## src/rtl/regfile_wb_queue.sv

```systemverilog
// Writeback queue for the 32x32b 1R1W register file.
// Buffers writeback requests in an in-order FIFO, drains one entry per cycle
// onto the register file write port, and offers a forwarding lookup so readers
// see values that are still pending in the queue.
module regfile_wb_queue #(
    parameter int unsigned DEPTH = 4,
    parameter int unsigned AW    = 5,
    parameter int unsigned DW    = 32
) (
    input  logic                     clk,
    input  logic                     rst,
    input  logic                     req_val,
    output logic                     req_rdy,
    input  logic [AW-1:0]            req_addr,
    input  logic [DW-1:0]            req_data,
    input  logic                     rf_hold,
    output logic                     rf_wen,
    output logic [AW-1:0]            rf_waddr,
    output logic [DW-1:0]            rf_wdata,
    input  logic [AW-1:0]            lk_addr,
    output logic                     lk_hit,
    output logic [DW-1:0]            lk_data,
    output logic [$clog2(DEPTH):0]   count
);

    localparam int unsigned PW = $clog2(DEPTH);
    localparam int unsigned CW = PW + 1;
    localparam logic [CW-1:0] FULL = CW'(DEPTH);

    logic [AW-1:0]    addr_q [DEPTH];
    logic [DW-1:0]    data_q [DEPTH];
    logic [DEPTH-1:0] vld_q, vld_d;
    logic [PW-1:0]    head_q, head_d;
    logic [PW-1:0]    tail_q, tail_d;
    logic [CW-1:0]    count_q, count_d;
    logic             enq;
    logic             deq;
    logic [PW-1:0]    lk_idx;

    assign req_rdy  = (count_q != FULL);
    // Writes to x0 complete the handshake but are never stored.
    assign enq      = req_val && req_rdy && (req_addr != '0);
    assign deq      = (count_q != '0) && !rf_hold;
    assign rf_wen   = deq;
    assign rf_waddr = (count_q != '0) ? addr_q[head_q] : '0;
    assign rf_wdata = (count_q != '0) ? data_q[head_q] : '0;
    assign count    = count_q;

    // Next-state for pointers, occupancy and valid bits.
    always_comb begin
        head_d  = head_q;
        tail_d  = tail_q;
        count_d = count_q;
        vld_d   = vld_q;
        if (enq) begin
            vld_d[tail_q] = 1'b1;
            tail_d        = tail_q + PW'(1);
        end
        if (deq) begin
            vld_d[head_q] = 1'b0;
            head_d        = head_q + PW'(1);
        end
        case ({enq, deq})
            2'b10:   count_d = count_q + CW'(1);
            2'b01:   count_d = count_q - CW'(1);
            default: count_d = count_q;
        endcase
    end

    // Control state; reset discards every pending entry at once.
    always_ff @(posedge clk or posedge rst) begin
        if (rst) begin
            head_q  <= '0;
            tail_q  <= '0;
            count_q <= '0;
            vld_q   <= '0;
        end else begin
            head_q  <= head_d;
            tail_q  <= tail_d;
            count_q <= count_d;
            vld_q   <= vld_d;
        end
    end

    // Entry payload storage; qualified by the valid bits, so no reset needed.
    always_ff @(posedge clk) begin
        if (enq) begin
            addr_q[tail_q] <= req_addr;
            data_q[tail_q] <= req_data;
        end
    end

    // Forwarding lookup: walk oldest to youngest from head so the last match
    // (youngest, closest to tail) wins, which stays correct across wrap.
    always_comb begin
        lk_hit  = 1'b0;
        lk_data = '0;
        lk_idx  = '0;
        for (int unsigned i = 0; i < DEPTH; i++) begin
            lk_idx = head_q + PW'(i);
            if ((lk_addr != '0) && vld_q[lk_idx] && (addr_q[lk_idx] == lk_addr)) begin
                lk_hit  = 1'b1;
                lk_data = data_q[lk_idx];
            end
        end
    end

endmodule

```

## config.mk

```make
export PLATFORM = sky130hd
export DESIGN_NAME = regfile_wb_queue
export DESIGN_NICKNAME = d
export VERILOG_FILES = /design/src/rtl/regfile_wb_queue.sv
export SDC_FILE = /design/constraint.sdc
export NUM_CORES = 1
export LEC_CHECK = 0
export CAP_MARGIN = 30
export CORE_ASPECT_RATIO = 2
export CORE_MARGIN = 5
export CORE_UTILIZATION = 40
export DETAILED_ROUTE_END_ITERATION = 7
export GPL_TIMING_DRIVEN = 0
export PLACE_DENSITY = 0.58
export REMOVE_ABC_BUFFERS = 1
export SLEW_MARGIN = 25
export SYNTH_ARGS = -nofsm -noshare
export SYNTH_HDL_FRONTEND = slang
export SYNTH_SLANG_ARGS = --single-unit
```

## constraint.sdc

```tcl
create_clock -name clk -period 4.9 [get_ports clk]
set_input_delay 0.98 -clock clk [delete_from_list [all_inputs] [get_ports clk]]
set_output_delay 0.98 -clock clk [all_outputs]
set_load 0.01 [all_outputs]
```

* After elaboration in Yosys (flattened, before gate mapping)
Memory sizes are Yosys's and may differ from the RTL's.
Index checks and enable logic that the tools add are counted.
** Word-level totals
- Register bits after elaboration :: 11
- Bits of input ports :: 46
- Logic and storage cells :: 74
- Memories :: 2
- Memory bits (writable) :: 148
- Output and inout bits :: 75
** Operators by class
- Add/subtract/negate cells :: 6
- Reduce and logical (&&, ||, !) cells :: 18
- Muxes and demuxes :: 27
- Magnitude comparators :: 7
- Bitwise logic cells :: 3
- Equal/unequal tests :: 7
** Memories
- data_q :: words 4, bits a word 32, rd ports 4, clocked after Yosys merged registers in 0, wr ports 1, RTL line 31 : logic [DW-1:0] data_q [DEPTH];
- addr_q :: words 4, bits a word 5, rd ports 4, clocked after Yosys merged registers in 0, wr ports 1, RTL line 30 : logic [AW-1:0] addr_q [DEPTH];
** Operators with widths (number)
- 32-bit two-way mux :: 5
- 5-bit == test :: 4
- 2-bit by 3-bit less-than comparator with 1-bit output (second input constant) :: 5
- 1-bit logical AND :: 13
- 1-bit two-way mux :: 12
- 5-bit nonzero test :: 2
- 1-bit binary-select mux with 2-bit select :: 4
- 4-bit two-way mux :: 2
- 3-bit case mux with 2 select lines :: 1
- 5-bit two-way mux :: 1
- 2-bit by 1-bit adder with 2-bit output (second input constant) :: 2
- 2-bit adder (second input constant) :: 2
- 4-bit AND :: 1
- 1-bit demux with 2-bit select :: 2
- 2-bit by 1-bit greater-or-equal comparator with 1-bit output (second input constant) :: 2
- 4-bit inverter :: 1
- 4-bit bitwise OR :: 1
- 3-bit by 1-bit adder with 3-bit output (second input constant) :: 1
- 3-bit != test (second input constant) :: 1
- 3-bit nonzero test :: 1
- 3-bit by 1-bit subtractor with 3-bit output (second input constant) :: 1
- 2-bit by 1-bit == test with 1-bit output (second input constant) :: 1
- 2-bit == test (second input constant) :: 1
- 2-bit nonzero test :: 1
- 1-bit zero test :: 1

* Logic depth before layout (Yosys ltp)
- Depth in word-level cells :: 8
- Depth in mapped cells :: 13
- Depth with buffers taken out :: 11

* Least setup slack after synthesis
OpenSTA, ideal clock, no wires.
- Path type :: register to output
- From :: register head_q[1]
- To :: output lk_data[10]
- Stages on the path, launching flop included :: 14
- Setup slack :: 0.788 ns
- Data required time :: 3.920 ns
- Arrival time :: 3.132 ns
- Path buffers :: 5
- Path through :: dfrtp_1 -> buf_2 -> buf_2 -> inv_1 -> ha_1 -> buf_6 -> buf_8 -> mux4_1 -> xor2_1 -> or4_4 -> a21oi_4 -> a21oi_4 -> buf_6 -> a221oi_2
** Between the ends
- Cells in the longest elaborated chain, start to end :: 8
- Elaborated cells on any way between the ends :: 29
- Those cells by class :: 3 x add/sub; 4 x eq/ne; 12 x mux; 8 x reduce/logical; 2 x memory
** RTL lines
- start, declared :: RTL line 33 : logic [PW-1:0] head_q, head_d;
- start signal, assigned :: RTL line 73 : head_q <= '0;
- start signal, assigned :: RTL line 78 : head_q <= head_d;
- parallel branches: the longest is 7 deep, another holds memory read 4 x 5 bit
- 32-bit two-way mux (*) :: RTL line 101 : if ((lk_addr != '0) && vld_q[lk_idx] && (addr_q[lk_idx] == lk_addr)) begin
- end, declared :: RTL line 22 : output logic [DW-1:0] lk_data,
Mark *: on every way between the ends. The select of a mux whose other input is x is not followed.

* Worst setup path in the final report
- From :: register head_q[0]
- To :: output lk_data[23]
** Between the ends
- Elaborated cells on any way between the ends :: 29
- Those cells by class :: 3 x add/sub; 4 x eq/ne; 12 x mux; 8 x reduce/logical; 2 x memory
** RTL lines
- 2-bit adder (*) :: RTL line 100 : lk_idx = head_q + PW'(i);
- net lk_idx[0] :: RTL line 38 : logic [PW-1:0] lk_idx;
- parallel branches: the longest is 4 deep, another holds memory read 4 x 5 bit
- 32-bit two-way mux (*) :: RTL line 101
Mark *: on every way through the listed nets, which the timed path passes. The select of a mux whose other input is x is not followed.

==> results.md <==
* Dpl cell area at 12600 µm²
* Critical Path RT at 3.92 ns
* Sequential cell fraction of total power at 21.4%
* TritonCTS buffer count at 17
* Port bufs at 120
* Fin crit period at 4.81 ns
* CTS HTree Levels at 4
* GPL Wtd Cong at 0.773
* Hold Vio Cnt, Final at 0
* Crit-path max cell delay at 0.57 ns
* Simple-gate area share of the yosys netlist at 8.18%
* # clock sinks at 159
* Setup violation total in the final timing report at 0
* Via count at 7428
* Root Buffer: clkbuf_16
* Dpl ws at -1.69 ns
* Syn. warnings at 0
* Final core utilization at 50.8%
* Achievable Freq at 208 MHz
* Share of layout cells above drive strength 1 at 35.9%
* Worst path slowest cell: or4_4
* Lkg Pwr at 4.59 nW
* DR vias/cell at 6.29
* Crit-path cells: buf_16 -> inv_6 -> ha_4 -> buf_4 -> mux4_2 -> xor2_1 -> or4_4 -> a21oi_4 -> buf_6 -> buf_12 -> buf_12 -> nor2_1 -> a221oi_2 -> buf_2
* Fillers at 2267
* Core area at 26800 µm²
* Antenna violations before repair at 2
* Worst slew pin tran at 0.638 ns
* Final Slew Violations at 0
* VDD IR max at 0.000398 V
* Clock buffer depth at 2
* Final setup skew at 0.00882 ns
* Setup crit end kind: output port
* Largest net degree at the start of global routing at 41
* Initial DRC count at 525
* Hold path startpoint: count[2]$_DFFE_PP0P_
* First-pass GRT wire length at 48300 µm
* Distinct cells, synth at 45
* Rows at 85
* Tcrit/Tclk final at 98.1%
* Rel. slew slack at 57.2%
* Synth Area in Compound Gates at 7.27%
* TritonCTS clock tree: done
* P_int at 6.06 mW
* Die ar. at 30700 µm²
* Hold path depth at 1
* Largest family of logic cells by synthesized area: multiplexers
* Reg clk slew, reported paths at 0.06 ns
* Synth Register Bits at 159
* Register area share after synthesis at 43.6%
* Num ports at 121
* Hold Buf Count CTS at 0
* Combinational Power Share at 64.1%
* Total routed wirelength at 31500 µm
* CP Max Fanout at 11
* Total of max-cap violations at 0
* Worst-Skew Late Latency at 0.43 ns
* Worst hold path type: flip-flop to flip-flop
* Residual DRC at 0
* Die width at 126 µm
* Synth Area in Adders at 1.22%
* Initial core utilization at 40.4%
* GR Overflow Total at 0
* Wire per inst at 26.6 µm
* Switch share at 36.4%
* PwrDens at 700 nW/µm²
* Final worst slack at 0.0919 ns
* Startpoint Class: flip-flop
* Drt pass-1 iters at 5
* Die Y at 243 µm
* Layout area overhead at 25.7%
* GRT Overall Usage at 20.7%
* Mapped cell area at 10800 µm²
* Vias in the first global route at 8214
* Hold EP: count[2]$_DFFE_PP0P_
* Critical path class: flip-flop to output port
* Routed Antenna Nets at 0
* Multiplexer share of the synthesized area at 32.5%
* Nets at 874
* Status: finished, final reports clean
* Switch Pwr at 3.47 mW
* DP HPWL at 20200 µm
* Reg2Reg Capture Point: count[2]$_DFFE_PP0P_
* Worst r2r path cells at 9
* Cell count after synthesis at 681
* RR Startpoint: count[0]$_DFFE_PP0P_
* Finished Cell Area at 13600 µm²
* Syn_area_per_cell at 15.9 µm²
* R2r setup slk at 2.45 ns
* Xor/xnor cell area share of the yosys netlist at 2.67%
* Crit path top cell by count: buf_12
* Clock share of power at 14.5%
* WP data arrival at 3.83 ns
-- worst max-delay path by stage --
stage / startpoint / endpoint / cells after the start
after floorplan: head_q[0]$_DFFE_PP0N_ / lk_data[0] / 8
after global placement: head_q[0]$_DFFE_PP0N_ / lk_data[27] / 9
after detailed placement: head_q[0]$_DFFE_PP0N_ / lk_data[27] / 13
after CTS: head_q[0]$_DFFE_PP0N_ / lk_data[18] / 12
after global routing: head_q[0]$_DFFE_PP0N_ / lk_data[10] / 14
final: head_q[0]$_DFFE_PP0N_ / lk_data[23] / 14
-- state kept, by name, summed over array words and instances, names as in the netlist --
| name | cells |
|---|---|
| data_q | 128 |
| count | 3 |
| vld_q | 4 |
| head_q | 2 |
| tail_q | 2 |
| addr_q | 20 |
-- worst max-delay path: cells and delay by family (launching register included) --
kind / cells / cell delay [ns]
AND/OR/NAND/NOR: 2 / 0.64
flip-flops: 1 / 0.51
buffers and inverters: 7 / 1.00
adder cells (fa/ha/maj): 1 / 0.25
AO/OA/AOI/OAI: 2 / 0.56
multiplexers: 1 / 0.28
XOR/XNOR: 1 / 0.15
-- through the flow --
stage | hold slack (ns) | instances | setup TNS (ns) | power [mW]
6_report | 0.538 | 1181 | 0 | 9.53
4_1_cts | 0.542 | 1170 | -0.700 | 9.57
2_1_floorplan | 0.534 | 613 | -281.56 | 6.16
3_5_place_dp | 0.530 | 1110 | -50.69 | 7.84
3_3_place_gp | 0.506 | 1081 | -532.20 | 7.29
5_1_grt | 0.560 | 1181 | -0.0672 | 10.0
-- Yosys cell counts, drive strengths merged --
cell | n | area, µm²
nor2 | 69 | 262
xor2 | 10 | 87.6
edfxtp | 148 | 4440
inv | 10 | 42.5
ha | 9 | 113
mux2 | 1 | 11.3
clkbuf | 25 | 138
mux4 | 145 | 3380
xnor2 | 23 | 201
nand3b | 2 | 15.0
mux2i | 12 | 120
dfrtp | 11 | 275
o21ai | 4 | 20.0
nand2 | 4 | 15.0
a31oi | 32 | 200
a21o | 1 | 8.76
nor2b | 38 | 238
nor3b | 31 | 233
a32oi | 2 | 17.5
a21oi | 3 | 37.5
buf | 43 | 322
or4 | 2 | 18.8
a221oi | 31 | 453
fa | 1 | 20.0
or2 | 2 | 12.5
nor4 | 2 | 12.5
nand4 | 3 | 18.8
nand3 | 3 | 15.0
and2 | 5 | 31.3
a2bb2oi | 4 | 35.0
o211ai | 2 | 15.0
nor3 | 3 | 15.0
-- kinds of logic after synthesis --
family                     after synthesis
and+or+nand+nor                        164
buffers and inverters                   78
adders and majority gates               10
DFF                                    159
xor gates and xnor gates                33
muxes                                  158
AOI/OAI and AO/OA                       79
-- timing repair --
action | 4_1_cts | 5_1_grt
setup buffers | 24 | 9
cloned | 4 | 0
resized for setup | 41 | 45
endpoints found under the setup margin | 33 | 30
pin swaps | 6 | 6
-- power groups by stage --
stage | combinational [mW] | clock, mW | sequential (mW)
3_3_place_gp | 4.90 | 0 | 2.40
6_report | 6.11 | 1.38 | 2.04
5_1_grt | 6.49 | 1.47 | 2.07
3_5_place_dp | 5.64 | 0 | 2.21
4_1_cts | 6.13 | 1.41 | 2.04
2_1_floorplan | 3.85 | 0 | 2.31
-- cells in the final DEF (no fill, tap or decap), types with 5 or more instances in the layout --
cell type,count
a221oi_2,29
a31oi_1,32
buf_12,15
buf_16,9
buf_4,26
buf_6,9
clkbuf_16,17
clkbuf_2,15
clkdlybuf4s50_1,83
dfrtp_1,9
dlygate4sd2_1,13
dlymetal6s2s_1,5
edfxtp_1,148
ha_1,8
inv_1,9
mux2i_1,12
mux4_1,6
mux4_2,101
mux4_4,38
nor2_1,66
nor2b_1,38
nor3b_1,31
xnor2_1,22
xor2_1,10
-- layout make-up --
type	instances	area (µm²)	area share [%]
Antenna cell	2	5.00	0.0368
Tap cell	348	435	3.20
Multi-Input combinational cell	445	5690	41.8
Clock inverter	10	161	1.19
Clock buffer	22	454	3.34
Sequential cell	159	4730	34.7
Timing Repair Buffer	185	2100	15.4
Inverter	10	42.5	0.312
-- routing by layer --
metal | vias up | GRT usage (%) | wire [µm]
met5 | - | 0 | 0
met4 | 0 | 10.2 | 1310
met3 | 78 | 3.59 | 1620
met2 | 275 | 39.2 | 18000
met1 | 3953 | 21.6 | 10500
li1 | 3122 | - | -
(Power assumes the default switching activity.)
